### src/rtl/fifo_pkg.sv
// fifo_pkg: shared FIFO defaults, pointer width helper and occupancy states
package fifo_pkg;
  localparam int ADDRSIZE_DEF = 4;
  function automatic int ptr_w(input int addrsize);
    return addrsize + 1;
  endfunction
  typedef enum logic [1:0] {EMPTY, PARTIAL, FULL} occ_t;
endpackage

### src/rtl/fifo_ptr.sv
// fifo_ptr: wrapping binary pointer with enable, exposing its next value
module fifo_ptr #(
  parameter int W = 5
) (
  input  logic         clk,
  input  logic         rst,
  input  logic         en,
  output logic [W-1:0] ptr,
  output logic [W-1:0] ptr_nxt
);
  assign ptr_nxt = ptr + W'(en);
  always_ff @(posedge clk or posedge rst)
    if (rst) ptr <= '0;
    else     ptr <= ptr_nxt;
endmodule

### src/rtl/sync_fifo_ctrl.sv
// sync_fifo_ctrl: single-clock FWFT FIFO controller driving an external memory
module sync_fifo_ctrl
  import fifo_pkg::*;
#(
  parameter int ADDRSIZE  = ADDRSIZE_DEF,
  parameter int AFULL_LVL = (1 << ADDRSIZE) - 2
) (
  input  logic                wclk,
  input  logic                wrst,
  input  logic                winc,
  input  logic                rinc,
  input  logic                clr_err,
  output logic [ADDRSIZE-1:0] waddr,
  output logic [ADDRSIZE-1:0] raddr,
  output logic                wclken,
  output logic                wfull,
  output logic                rempty,
  output logic                walmost_full,
  output logic [ADDRSIZE:0]   count,
  output logic                wovf,
  output logic                rudf
);
  localparam int PW    = ptr_w(ADDRSIZE);
  localparam int DEPTH = 1 << ADDRSIZE;
  occ_t          state, state_nxt;
  logic [PW-1:0] wptr, rptr, wptr_nxt, rptr_nxt, cnt_nxt;
  logic          wa, ra;
  assign wa = winc & ~wfull & ~wrst;
  assign ra = rinc & ~rempty & ~wrst;
  fifo_ptr #(.W(PW)) u_wptr (.clk(wclk), .rst(wrst), .en(wa), .ptr(wptr), .ptr_nxt(wptr_nxt));
  fifo_ptr #(.W(PW)) u_rptr (.clk(wclk), .rst(wrst), .en(ra), .ptr(rptr), .ptr_nxt(rptr_nxt));
  assign cnt_nxt = wptr_nxt - rptr_nxt;
  // A simultaneous push/pop at a boundary is a legal transfer, so it never flags an error
  always_ff @(posedge wclk or posedge wrst)
    if (wrst) begin
      state        <= EMPTY;
      count        <= '0;
      walmost_full <= 1'b0;
      wovf         <= 1'b0;
      rudf         <= 1'b0;
    end else begin
      state        <= state_nxt;
      count        <= cnt_nxt;
      walmost_full <= cnt_nxt >= PW'(AFULL_LVL);
      wovf         <= (winc & wfull & ~rinc) | (wovf & ~clr_err);
      rudf         <= (rinc & rempty & ~winc) | (rudf & ~clr_err);
    end
  always_comb
    state_nxt = (cnt_nxt == '0) ? EMPTY : (cnt_nxt == PW'(DEPTH)) ? FULL : PARTIAL;
  always_comb begin
    rempty = state == EMPTY;
    wfull  = state == FULL;
    wclken = wa;
    waddr  = wptr[ADDRSIZE-1:0];
    raddr  = rptr[ADDRSIZE-1:0];
  end
endmodule

### config.mk
export PLATFORM = sky130hd
export DESIGN_NAME = sync_fifo_ctrl
export DESIGN_NICKNAME = d
export VERILOG_FILES = /design/src/rtl/fifo_pkg.sv /design/src/rtl/fifo_ptr.sv /design/src/rtl/sync_fifo_ctrl.sv
export SDC_FILE = /design/constraint.sdc
export NUM_CORES = 1
export LEC_CHECK = 0
export ABC_AREA = 1
export CAP_MARGIN = 25
export CORE_MARGIN = 2
export CORE_UTILIZATION = 30
export DETAILED_ROUTE_END_ITERATION = 10
export GPL_TIMING_DRIVEN = 0
export PLACE_DENSITY = 0.62
export SLEW_MARGIN = 20
export SYNTH_ARGS = -nofsm -noshare
export SYNTH_HDL_FRONTEND = slang
export SYNTH_SLANG_ARGS = --single-unit
### constraint.sdc
create_clock -name wclk -period 2.7 [get_ports wclk]
set_clock_uncertainty 0.15 [all_clocks]
set_input_delay 0.675 -clock wclk [delete_from_list [all_inputs] [get_ports wclk]]
set_output_delay 0.675 -clock wclk [all_outputs]
set_load 0.05 [all_outputs]
==> flow_metrics.tcl <==
set metrics [dict create \
    gp_congestion 0.716 \
    avgSynthCellArea_um2 9.17 \
    worstSetupPathType "in -> out" \
    insertedDiodeCount 0 \
    cp.arrival_ps 1800 \
    gr-usage-met3_pct 2.08 \
    worstSetupStartpointType "primary input" \
    finalCritPeriodShare_pct 97.2 \
    synth_top_area_share_pct 45.1 \
    syn_inst 121 \
    start_util_pct 30.8 \
    ys_top_cells_by_count "inv_1, dfrtp_1, nand2_1" \
    hold_viol 0 \
    use_met1_pct 13.3 \
    wl_per_cell_um 11.0 \
    cts_sinks 20 \
    cp_slowest_cell "clkdlybuf4s15_2" \
    dieArea_um2 4200 \
    final_max_slew_viol_count 0 \
    cts_buffers 3 \
    io_buffers 23 \
    viasPerCell 4.13 \
    dpl_worst_slack_ps -583 \
    ys_ff_latch 20 \
    ys_types 21 \
    clk_latency_ps 260 \
    synth_flop_cell "dfrtp_1" \
    nets 165 \
    crit_required_ps 1880 \
    htree_levels 1 \
    grtUsageTotal_pct 11.4 \
    vias 826 \
    tightest_slew_ps 519 \
    cts_tree "built" \
    grt_use_met2_pct 19.2 \
    dieWidth_um 64.8 \
    clk_pin_slew_ps 70 \
    finalSetupViolCount 0 \
    synth_edf_count 0 \
    cap_violations 0 \
    grt_pass1_vias 879 \
    fmax_ghz 0.381 \
    cts-root-buf "clkbuf_8" \
    grt_remaining_overflow 0 \
    syn2layout_area_growth_pct 44.6 \
    wl_mm 2.21 \
    yosysWarnings 0 \
    drt_pass1_iterations 4 \
    synth-async-reset-ratio_pct 100 \
    ios 24 \
    dp_hpwl_mm 1.60 \
    min_period_ps 2620 \
    ant_nets 0 \
    critPathMaxFanout 3 \
    core_um2 3610 \
    grt.busiest_layer "met2" \
    drive_gt1_share_pct 32.9 \
    grt_pass1_wl_mm 3.60 \
    path_cells "dlygate4sd2_1, clkinv_4, nand2_1, nor2_4, buf_4, clkdlybuf4s15_2" \
    post-synth-top-count-cell "inv_1" \
    syn-cell-area_um2 1110 \
    dr.first_iter.drc_count 23 \
    yosysSeqAreaShare_pct 45.1 \
    antenna_found_initial 0 \
    drc 0 \
    cpPeakStageDelay_ps 350 \
    outcome "finished, final reports clean" \
    worstHoldPathType "reg -> reg" \
    setup_ws_ps 76.5 \
    fp-row-count 22 \
    cts.path.max_buffers 2 \
    netlist_top_cells_area "dfrtp_1, ha_1, inv_1" \
    synth_fp_nets 133 \
    synth_area_leader_cell "dfrtp_1" \
    grt_max_degree 12 \
    die_height_um 64.8 \
    cp-end-kind "output pin" \
    maxSlewHeadroom_pct 65.3 \
]
[worst paths after layout]
check / startpoint / end / slack (ps) / cells after the start
worst max-delay path: wrst / wclken / 80 / 6
worst min-delay path: u_rptr.ptr[4] / u_rptr.ptr[4] / 360 / 2
worst max register to register: state[0] / state[1] / 480 / 13
worst min register to register: u_rptr.ptr[4] / u_rptr.ptr[4] / 360 / 2
max in group asynchronous: wrst / wovf / 1790 / 2
min in group asynchronous: wrst / count[1] / 420 / 2
[metal layers]
metal | up-vias | routed length [um]
met5 | - | 0
met4 | 0 | 54
met1 | 379 | 933
met3 | 4 | 77
li1 | 418 | -
met2 | 25 | 1140
[layout make-up]
class                      instances  area (um^2)
buffer                             8         60.1
clock buffer                       4         55.1
fill                             340         2000
inverter                          25         98.8
multi-input combinational         68          569
sequential                        20          500
tap                               48         60.1
timing repair buffer              26          258
timing repair inverter             1         3.75
[registers in the layout, summed over array words and instances, names as in the netlist]
register / count
count: 5
u_rptr.ptr: 5
u_wptr.ptr: 5
state: 2
rudf: 1
walmost_full: 1
wovf: 1
[critical path, delay by kind of cell]
family        cells  cell delay, ps
simple gates      2             260
buf+inv           4             860
[cell usage in the layout (no fill, tap or decap), drive strengths merged]
cell	netlist	layout
inv	25	25
nand2	25	25
dfrtp	20	20
clkdlybuf4s50	0	19
nand3	12	12
buf	8	11
nor2	8	8
ha	7	7
xnor2	6	6
xor2	5	5
clkbuf	0	4
dlymetal6s2s	0	2
o21ai	2	2
clkinv	0	1
o21bai	1	1
a21oi	1	1
o32ai	1	1
dlygate4sd2	0	1
clkdlybuf4s15	0	1
[stage by stage]
step,setup TNS [ps],utilization (%),instances,cell area (um^2),hold slack (ps)
finish,0,44.5,200,1610,358
global route,-37.0,44.5,200,1610,403
CTS,0,41.7,198,1500,363
detailed placement,-3330,39.6,192,1430,346
global placement,-3200,39.6,192,1430,341
floorplan,0,-,121,1140,307
[what timing repair did]
action / CTS / global route
gates cloned: 1 / 0
pin swaps: 2 / 7
hold buffers: 0 / 0
endpoints found under the hold margin: 0 / 0
setup buffers: 1 / 2
gates resized for setup: 6 / 17
setup endpoints to repair: 7 / 5
[kinds of logic (layout without fill, tap and decap cells)]
group / Yosys count / in the layout / synth area share (%)
buf+inv: 33 / 64 / 13.9
simple gates: 45 / 45 / 20.0
xor+xnor: 11 / 11 / 10.0
flops: 20 / 20 / 45.1
fa+ha+maj: 7 / 7 / 7.89
compound gates: 5 / 5 / 3.16
Power is not shown: default switching activity piles up to over one toggle a cycle in this logic, so the estimate is an artifact.
